### src/rtl/approx_mul_pkg.sv
// Shared constants, types and helpers for the approximate multiply-accumulate datapath.
// Imported by the accumulate stage and its saturating adder.
package approx_mul_pkg;

    localparam int DEF_PROD_W = 11;

    typedef enum logic {
        IDLE,
        ACCUM
    } state_t;

    function automatic int clog2(input int v);
        int r;
        r = 0;
        while ((1 << r) < v) r++;
        return r;
    endfunction

endpackage

### src/rtl/approx_sat_add.sv
// Unsigned saturating adder: acc + zero-extended prod, clamped to ACC_W bits.
// The ovf output flags that the clamp was applied.
module approx_sat_add
    import approx_mul_pkg::*;
#(
    parameter int ACC_W  = 14,
    parameter int PROD_W = DEF_PROD_W
) (
    input  logic [ACC_W-1:0]  acc,
    input  logic [PROD_W-1:0] prod,
    output logic [ACC_W-1:0]  sum,
    output logic              ovf
);

    localparam int SW = ((ACC_W > PROD_W) ? ACC_W : PROD_W) + 1;

    logic [SW-1:0] nxt;

    // wide add, then clamp to all-ones when any bit above ACC_W is set
    always_comb begin
        nxt = SW'(acc) + SW'(prod);
        ovf = |nxt[SW-1:ACC_W];
        sum = ovf ? '1 : nxt[ACC_W-1:0];
    end

endmodule

### src/rtl/approx_dot_acc.sv
// Groups the approximate product stream into sums of up to LEN beats.
// Each finished group is presented through a one-entry valid/ready output register.
module approx_dot_acc
    import approx_mul_pkg::*;
#(
    parameter int PROD_W = DEF_PROD_W,
    parameter int LEN    = 8,
    parameter int ACC_W  = 14,
    parameter int CNT_W  = 4
) (
    input  logic              clk,
    input  logic              rst_n,
    input  logic              clear,
    input  logic              in_valid,
    output logic              in_ready,
    input  logic [PROD_W-1:0] in_prod,
    input  logic              in_last,
    output logic              out_valid,
    input  logic              out_ready,
    output logic [ACC_W-1:0]  out_sum,
    output logic [CNT_W-1:0]  out_cnt,
    output logic              out_ovf
);

    if (CNT_W < clog2(LEN) + 1 || LEN < 2) begin : g_bad_cfg
        $error("approx_dot_acc: CNT_W too small or LEN < 2");
    end

    state_t           state;
    state_t           state_nxt;
    logic [ACC_W-1:0] acc;
    logic [CNT_W-1:0] cnt;
    logic             ovf;
    logic [CNT_W-1:0] cnt_inc;
    logic [ACC_W-1:0] sum;
    logic             sum_ovf;
    logic             take;
    logic             done;

    approx_sat_add #(
        .ACC_W (ACC_W),
        .PROD_W(PROD_W)
    ) u_add (
        .acc (acc),
        .prod(in_prod),
        .sum (sum),
        .ovf (sum_ovf)
    );

    assign in_ready = !out_valid || out_ready;
    assign take     = in_valid && in_ready && !clear;
    assign cnt_inc  = cnt + CNT_W'(1);
    assign done     = take && (in_last || cnt_inc == CNT_W'(LEN));

    // state register
    always_ff @(posedge clk or negedge rst_n) begin
        if (!rst_n) state <= IDLE;
        else        state <= state_nxt;
    end

    // next state: open a group on the first beat, close it on completion or clear
    always_comb begin
        state_nxt = state;
        unique case (state)
            IDLE:  if (take && !done) state_nxt = ACCUM;
            ACCUM: if (done)          state_nxt = IDLE;
        endcase
        if (clear) state_nxt = IDLE;
    end

    // running group sum, beat count and sticky saturation flag
    always_ff @(posedge clk or negedge rst_n) begin
        if (!rst_n) begin
            acc <= '0;
            cnt <= '0;
            ovf <= 1'b0;
        end else if (clear || done) begin
            acc <= '0;
            cnt <= '0;
            ovf <= 1'b0;
        end else if (take) begin
            acc <= sum;
            cnt <= cnt_inc;
            ovf <= ovf | sum_ovf;
        end
    end

    // result register: load on completion, release on downstream accept
    always_ff @(posedge clk or negedge rst_n) begin
        if (!rst_n) begin
            out_valid <= 1'b0;
            out_sum   <= '0;
            out_cnt   <= '0;
            out_ovf   <= 1'b0;
        end else if (done) begin
            out_valid <= 1'b1;
            out_sum   <= sum;
            out_cnt   <= cnt_inc;
            out_ovf   <= ovf | sum_ovf;
        end else if (out_ready) begin
            out_valid <= 1'b0;
        end
    end

endmodule

### config.mk
export PLATFORM = sky130hd
export DESIGN_NAME = approx_dot_acc
export DESIGN_NICKNAME = d
export VERILOG_FILES = /design/src/rtl/approx_mul_pkg.sv /design/src/rtl/approx_sat_add.sv /design/src/rtl/approx_dot_acc.sv
export SDC_FILE = /design/constraint.sdc
export NUM_CORES = 1
export LEC_CHECK = 0
export BUFFER_PORTS_ARGS = -buffer_cell sky130_fd_sc_hd__buf_2
export CAP_MARGIN = 10
export CORE_MARGIN = 10
export CORE_UTILIZATION = 30
export CTS_BUF_LIST = sky130_fd_sc_hd__clkbuf_4
export DETAILED_ROUTE_END_ITERATION = 8
export PLACE_DENSITY = 0.59
export SYNTH_ARGS = -nofsm -noshare
export SYNTH_HDL_FRONTEND = slang
export SYNTH_SLANG_ARGS = --single-unit
### constraint.sdc
create_clock -name clk -period 2.29 [get_ports clk]
set_input_delay 0.458 -clock clk [delete_from_list [all_inputs] [get_ports clk]]
set_output_delay 0.458 -clock clk [all_outputs]
set_load 0.01 [all_outputs]
==> insert_results.sql, run 1 <==
INSERT INTO impl_metrics (metric_group, metric, value, unit) VALUES
('timing', 'max_slew_headroom_at_the_worst_pin', '66.7', '%'),
('timing', 'rsz0062_at_grt', 'yes', ''),
('cells_and_area', 'multi_input_comb_area', '0.00122', 'mm²'),
('cells_and_area', 'leading_cell_types_in_the_layout_fill_and_taps_excluded', 'nand2_1 (44), dfrtp_1 (39), buf_2 (37)', ''),
('route', 'met2RoutedLength', '2660', 'µm'),
('worst_setup_path', 'critical_path_peak_fanout', '4', ''),
('die', 'start_util', '31.1', '%'),
('cts', 'clk_lat_worst_skew', '0.36', 'ns'),
('yosys', 'post_synthesis_instance_total', '235', ''),
('cells_and_area', 'nFillCells', '717', ''),
('run', 'drv_cap', '0', ''),
('worst_setup_path', 'crit_required', '2.55', 'ns'),
('cells_and_area', 'area_delta_synth_final', '31.4', '%'),
('worst_setup_path', 'cp_slowest_cell', 'or4b_1', ''),
('route', 'detail_route.wirelength.met1', '2550', 'µm'),
('timing', 'finalCriticalPeriod', '2.23', 'ns'),
('yosys', 'sequential_share_of_the_synthesized_area', '45.9', '%'),
('worst_setup_path', 'worstSetupEndpointType', 'register', ''),
('cts', 'clock-sinks', '39', ''),
('die', 'placementRows', '30', ''),
('pwr', 'power_leakage', '1.33', 'nW'),
('timing', 'report.final.setup_viol', '0', ''),
('route', 'avgRoutedWirePerCell', '14.1', 'µm'),
('placed_design', 'globalplace.congestion', '0.790', ''),
('cts', 'clk_transition_reported_paths', '0.13', 'ns'),
('pwr', 'finalPower', '1.59', 'mW'),
('worst_setup_path', 'cpPeakStageDelay', '0.52', 'ns'),
('route', 'drt-total-wl', '5550', 'µm'),
('yosys', 'ys_ff_latch', '39', ''),
('die', 'design.die.area', '0.0109', 'mm²'),
('cts', 'cts_hold_buffers', '0', ''),
('cells_and_area', 'layout-drive-gt1-share', '31.2', '%'),
('cells_and_area', 'most_frequent_standard_cell_in_the_layout_excluding_fill_and_tap_cells', 'nand2_1', ''),
('grt', 'initial_antenna_violation_count', '0', ''),
('die', 'dieWidth', '104', 'µm'),
('pwr', 'pwr_density_cell', '569', 'mW/mm²'),
('timing', 'max_slew.worst_pin.slew', '0.497', 'ns'),
('cts', 'tritoncts', 'done', ''),
('yosys', 'synth_top_cells_by_area', 'dfrtp_1 (46%), nand2_1 (7.8%), o21ai_0 (7.5%)', ''),
('yosys', 'synth_top_cell_by_area', 'dfrtp_1', ''),
('placed_design', 'cell_count_after_placement', '382', ''),
('timing', 'whs', '0.0262', 'ns'),
('cts', 'cts_max_level', '2', ''),
('timing', 'final_min_period_over_clock_period', '97.6', '%'),
('die', 'io-pin-count', '38', ''),
('route', 'detail_route.first_pass.iterations', '5', ''),
('yosys', 'synthDistinctLibCells', '42', ''),
('yosys', 'syn_area', '0.00213', 'mm²'),
('route', 'vias', '1911', ''),
('timing', 'final-hold-violation-count', '0', ''),
('timing', 'layout_setup_ws', '0.0551', 'ns'),
('worst_setup_path', 'crit_path_cell_trace', 'ha_4 > a21oi_2 > a21oi_2 > o41ai_4 > o31a_1 > or4b_1 > a31o_1', ''),
('cts', 'cts.root.buffer_cell', 'clkbuf_4', ''),
('placed_design', 'place_ws', '-0.127', 'ns'),
('grt', 'via_count_of_the_first_global_routing_pass', '1925', ''),
('outcome', 'status', 'finished, final reports clean', ''),
('cells_and_area', 'finish.net_count', '327', ''),
('route', 'maxUsedRoutingLayer', 'met4', ''),
('route', 'drc', '0', ''),
('worst_setup_path', 'critical_path_arrival', '2.49', 'ns'),
('min_path', 'worst_hold_path_type', 'in2async', ''),
('pwr', 'max-vdd-ir-drop', '0.000173', 'V'),
('grt', 'globalRouteTotalUtil', '10.1', '%'),
('route', 'drtIter0Drc', '104', ''),
('cells_and_area', 'utilization', '40.9', '%'),
('worst_setup_path', 'worst_setup_path_start_kind', 'register', ''),
('route', 'met3_wirelength', '284', 'µm'),
('grt', 'largest_net_degree_at_the_start_of_global_routing', '22', ''),
('grt', 'grt_first_pass_wirelength', '9250', 'µm'),
('placed_design', 'portbufs', '37', ''),
('worst_setup_path', 'timing.critical_path.mode_cell', 'a21oi_2', '');
## cells by family after synthesis
group | share of synthesized area [%]
buf+inv | 2.71
compound gates | 21.1
simple gates | 17.6
flops | 45.9
mux | 0.942
xor+xnor | 3.71
fa+ha+maj | 8.00
## sequential cells by signal, summed over array words and instances, names as in the netlist
register and cells:
acc 14, out_sum 14, cnt 4, out_cnt 4, out_ovf 1, out_valid 1
ovf 1
## cell type report
type                       count  area share, %
multi-input combinational    181           43.6
sequential                    39           34.9
timing repair buffer          67           14.7
tap                           96           4.30
clock buffer                   5           1.34
clock inverter                 3          0.717
inverter                       3          0.403
## per-layer routing
layer  vias to the layer above  GRT usage (%)
li1                        960              -
met1                       907           12.7
met2                        39           16.2
met3                         5           3.47
met4                         0           2.68
met5                         -              0
## critical path: cells and delay by family, from the launching register on
kind | cells | cell delay (ns)
AO/OA/AOI/OAI | 5 | 0.89
AND/OR/NAND/NOR | 1 | 0.52
flip-flops | 1 | 0.43
adder cells (fa/ha/maj) | 1 | 0.29
## report_power, final
part           total (mW)  switching, mW  internal [mW]
registers           0.798         0.0388          0.759
clock network       0.366          0.249          0.117
logic               0.425          0.235          0.190
total                1.59          0.522           1.07
## synthesized netlist by cell type, drive strengths merged
cell type,n
xor2,4
nand3,5
nand2b,3
fa,1
xnor2,5
nor2,18
o31a,1
nor3b,1
a211oi,3
or4b,1
o2111ai,1
and4b,1
a31oi,5
a21oi,15
a22o,1
a41o,1
o21bai,4
buf,1
or4,1
o211ai,1
dfrtp,39
a31o,1
o41ai,1
o311ai,2
a211o,1
mux2i,2
nand3b,1
inv,3
or3,1
o31ai,1
nand4,2
o21ai,32
and2,3
clkbuf,11
a311oi,1
nor3,1
nor4,1
nand2,44
a21o,2
or2,1
ha,12
## worst paths after layout
kind                            cells after the start                   start                       to  slack, ns
worst max-delay path                                7      acc[5]$_DFFE_PN0P_  out_sum[13]$_DFFE_PN0P_       0.06
worst min-delay path                                1                   rst_n   out_sum[0]$_DFFE_PN0P_       0.03
worst max register to register                      7      acc[5]$_DFFE_PN0P_  out_sum[13]$_DFFE_PN0P_       0.06
worst min register to register                      2  out_sum[6]$_DFFE_PN0P_   out_sum[6]$_DFFE_PN0P_       0.49
max in group asynchronous                           2                   rst_n       acc[7]$_DFFE_PN0P_       1.61
min in group clk                                    3               out_ready    out_valid$_DFFE_PN0P_       0.40
## timing repair
action,4_1_cts,5_1_grt
gates resized for setup,0,14
setup buffers,2,2
pin swaps,3,5
setup endpoints to repair,1,13
## stage by stage
stage / cell area, µm² / setup TNS (ns)
after floorplan: 2150 / 0
after global placement: 2600 / -0.214
after detailed placement: 2600 / -0.343
after CTS: 2680 / 0
after global routing: 2790 / -0.0318
final: 2790 / 0
(Power assumes the default switching activity.)
==> run 2: changes to the inputs <==
--- a/config.mk
+++ b/config.mk
@@ -7,6 +7,7 @@
 export LEC_CHECK = 0
 export BUFFER_PORTS_ARGS = -buffer_cell sky130_fd_sc_hd__buf_2
 export CAP_MARGIN = 10
+export CORE_ASPECT_RATIO = 1.2
 export CORE_MARGIN = 10
 export CORE_UTILIZATION = 30
 export CTS_BUF_LIST = sky130_fd_sc_hd__clkbuf_4
==> run 2 against run 1 <==
  * Critical path depth unchanged
  * Core utilization is 0.90 points lower
  * Wire length down 3.3%
  * Total power down 0.55%
  * Clock skew shrank 0.0029 ns
  * First-iteration DRC count is 44% lower
==> insert_results.sql, run 2 (synthesized netlist as in run 1, its figures left out) <==
INSERT INTO impl_metrics (metric_group, metric, value, unit) VALUES
('timing', 'final_max_slew_viol_count', '0', ''),
('worst_setup_path', 'crit_type', 'reg2reg', ''),
('pwr', 'power_leakage', '1.34', 'nW'),
('pwr', 'max-vdd-ir-drop', '0.000298', 'V'),
('route', 'drtIter0Drc', '58', ''),
('worst_setup_path', 'worst_setup_path_start_kind', 'register', ''),
('route', 'avgRoutedWirePerCell', '13.9', 'µm'),
('worst_setup_path', 'cp_num_buf_inv', '0', ''),
('worst_setup_path', 'startpoint', 'acc[5]$_DFFE_PN0P_', ''),
('die', 'dieWidth', '96.8', 'µm'),
('grt', 'via_count_of_the_first_global_routing_pass', '1948', ''),
('worst_setup_path', 'worst-r2r-setup-slack', '0.03', 'ns'),
('timing', 'final.setup_skew', '0.0115', 'ns'),
('worst_setup_path', 'critical_path_arrival', '2.51', 'ns'),
('cts', 'clk_lat_worst_skew', '0.36', 'ns'),
('worst_setup_path', 'critical_path_peak_fanout', '3', ''),
('die', 'placementRows', '33', ''),
('pwr', 'netSwitchingPower', '0.524', 'mW'),
('grt', 'largest_net_degree_at_the_start_of_global_routing', '21', ''),
('run', 'drv_cap', '0', ''),
('worst_setup_path', 'cpPeakStageDelay', '0.52', 'ns'),
('pwr', 'pwr_density_cell', '577', 'mW/mm²'),
('worst_setup_path', 'worstReg2RegStart', 'acc[5]$_DFFE_PN0P_', ''),
('cts', 'cts.root.buffer_cell', 'clkbuf_4', ''),
('worst_setup_path', 'cp_slowest_cell', 'or4b_1', ''),
('timing', 'report.final.setup_viol', '0', ''),
('cells_and_area', 'antenna-diode-count', '0', ''),
('cts', 'numCtsBuffers', '5', ''),
('timing', 'max_clock_freq', '442', 'MHz'),
('cts', 'clk_transition_reported_paths', '0.14', 'ns'),
('cells_and_area', 'top_regs', 'acc (14), out_sum (14)', ''),
('cells_and_area', 'finish.net_count', '327', ''),
('worst_setup_path', 'crit_required', '2.54', 'ns'),
('cells_and_area', 'layout-drive-gt1-share', '29.5', '%'),
('worst_setup_path', 'worstSetupEndpointType', 'register', ''),
('die', 'io-pin-count', '38', ''),
('cells_and_area', 'finalInstanceArea', '0.00274', 'mm²'),
('route', 'drt-total-wl', '5370', 'µm'),
('worst_setup_path', 'cp_top_family', 'compound AO/OA/AOI/OAI gates', ''),
('die', 'die-height', '112', 'µm'),
('timing', 'rsz0062_at_grt', 'yes', ''),
('die', 'design.die.area', '0.0109', 'mm²'),
('timing', 'max_slew.worst_pin.slew', '0.459', 'ns'),
('timing', 'finalCriticalPeriod', '2.26', 'ns'),
('grt', 'grt-ovfl-total', '0', ''),
('cts', 'cts_hold_buffers', '0', ''),
('worst_setup_path', 'crit_path_cell_trace', 'ha_1 > a21oi_1 > a21oi_2 > o41ai_2 > o31a_1 > or4b_1 > a31o_1', ''),
('cts', 'tritoncts', 'done', ''),
('route', 'drc', '0', ''),
('die', 'placeableCoreArea', '0.00685', 'mm²'),
('placed_design', 'hpwlAfterDp', '4060', 'µm'),
('cells_and_area', 'leading_cell_types_in_the_layout_fill_and_taps_excluded', 'nand2_1 (44), dfrtp_1 (39), buf_2 (37)', ''),
('worst_setup_path', 'worst_r2r_endpoint', 'out_sum[13]$_DFFE_PN0P_', ''),
('placed_design', 'portbufs', '37', ''),
('cts', 'cts_max_level', '2', ''),
('placed_design', 'globalplace.congestion', '0.811', ''),
('worst_setup_path', 'timing.reg2reg.worst_path_depth', '7', ''),
('pwr', 'power.clock.fraction', '23.9', '%'),
('grt', 'initial_antenna_violation_count', '0', ''),
('outcome', 'status', 'finished, final reports clean', ''),
('pwr', 'netSwitchingFraction', '33.2', '%'),
('route', 'viasPerCell', '4.93', ''),
('grt', 'globalRouteTotalUtil', '9.90', '%'),
('pwr', 'seqPwrFrac', '50.4', '%'),
('die', 'start_util', '31.0', '%'),
('route', 'post_route_ant_nets', '0', ''),
('min_path', 'worst_hold_path_type', 'in2async', ''),
('pwr', 'internal_power', '1.06', 'mW'),
('grt', 'grt_first_pass_wirelength', '9230', 'µm'),
('cts', 'clk_path_buf_depth', '2', ''),
('route', 'vias', '1897', ''),
('timing', 'final-hold-violation-count', '0', ''),
('pwr', 'comb_power_share', '25.7', '%'),
('cts', 'clock-sinks', '39', ''),
('route', 'detail_route.first_pass.iterations', '4', ''),
('timing', 'whs', '0.0217', 'ns'),
('timing', 'final_min_period_over_clock_period', '98.7', '%'),
('timing', 'max_slew_headroom_at_the_worst_pin', '69.3', '%'),
('placed_design', 'placement.cell_area', '0.00261', 'mm²'),
('cells_and_area', 'most_frequent_standard_cell_in_the_layout_excluding_fill_and_tap_cells', 'nand2_1', ''),
('cells_and_area', 'area_delta_synth_final', '28.9', '%');
==> run 2: power by group through the flow <==
| stage | Clock, mW | Sequential, mW | Combinational (mW) |
|---|---|---|---|
| finish | 0.378 | 0.797 | 0.405 |
| detailed placement | 0 | 0.811 | 0.399 |
| floorplan | 0 | 0.839 | 0.187 |
| CTS | 0.392 | 0.798 | 0.405 |
| global placement | 0 | 0.810 | 0.395 |
| global route | 0.417 | 0.811 | 0.458 |
==> run 2: worst reg2reg max path, delay by kind of cell, from the launching register on <==
| family | cells | cell delay [ns] |
|---|---|---|
| adder cells (fa/ha/maj) | 1 | 0.36 |
| flip-flops | 1 | 0.41 |
| AND/OR/NAND/NOR | 1 | 0.52 |
| AO/OA/AOI/OAI | 5 | 0.86 |
==> run 2: how the worst max path moves through the flow <==
stage                         endpoint  cells past startpoint
2_1_floorplan  out_sum[13]$_DFFE_PN0P_                      7
3_3_place_gp   out_sum[13]$_DFFE_PN0P_                      9
3_5_place_dp   out_sum[13]$_DFFE_PN0P_                      9
4_1_cts        out_sum[13]$_DFFE_PN0P_                      8
5_1_grt        out_sum[13]$_DFFE_PN0P_                      8
6_report       out_sum[13]$_DFFE_PN0P_                      7
==> run 2: final cells by class <==
type / instances / area [µm²]
well taps: 87 / 109
clock buffers: 5 / 37.5
multi-input cells: 181 / 1160
fillers: 742 / 4110
clock inverters: 3 / 20.0
repair buffers: 67 / 427
flip-flops and latches: 39 / 976
inverters: 3 / 11.3
==> run 2: repair_timing <==
| item | CTS | global route |
|---|---|---|
| pin swaps | 6 | 7 |
| buffers inserted | 2 | 1 |
| gates resized for setup | 2 | 8 |
| setup endpoints to repair | 1 | 21 |
| endpoints found under the hold margin | 0 | 0 |
==> run 2: routing by layer <==
layer,vias to the layer above,global-route usage [%],wire length (µm)
met1,890,11.8,2510
met4,0,2.36,49
met3,7,3.13,321
met5,-,0,0
li1,958,-,-
met2,42,16.8,2480
==> run 2: metrics by stage <==
stage	utilization (%)	setup slack, ns	power, mW	TNS [ns]	cells
CTS	39.3	-0.00545	1.59	-0.00545	384
detailed placement	38.1	-0.212	1.21	-0.499	374
finish	40.0	0.0287	1.58	0	385
floorplan	-	0.00552	1.03	0	235
global placement	38.1	-0.167	1.21	-0.399	374
global route	40.0	-0.0359	1.69	-0.0740	385
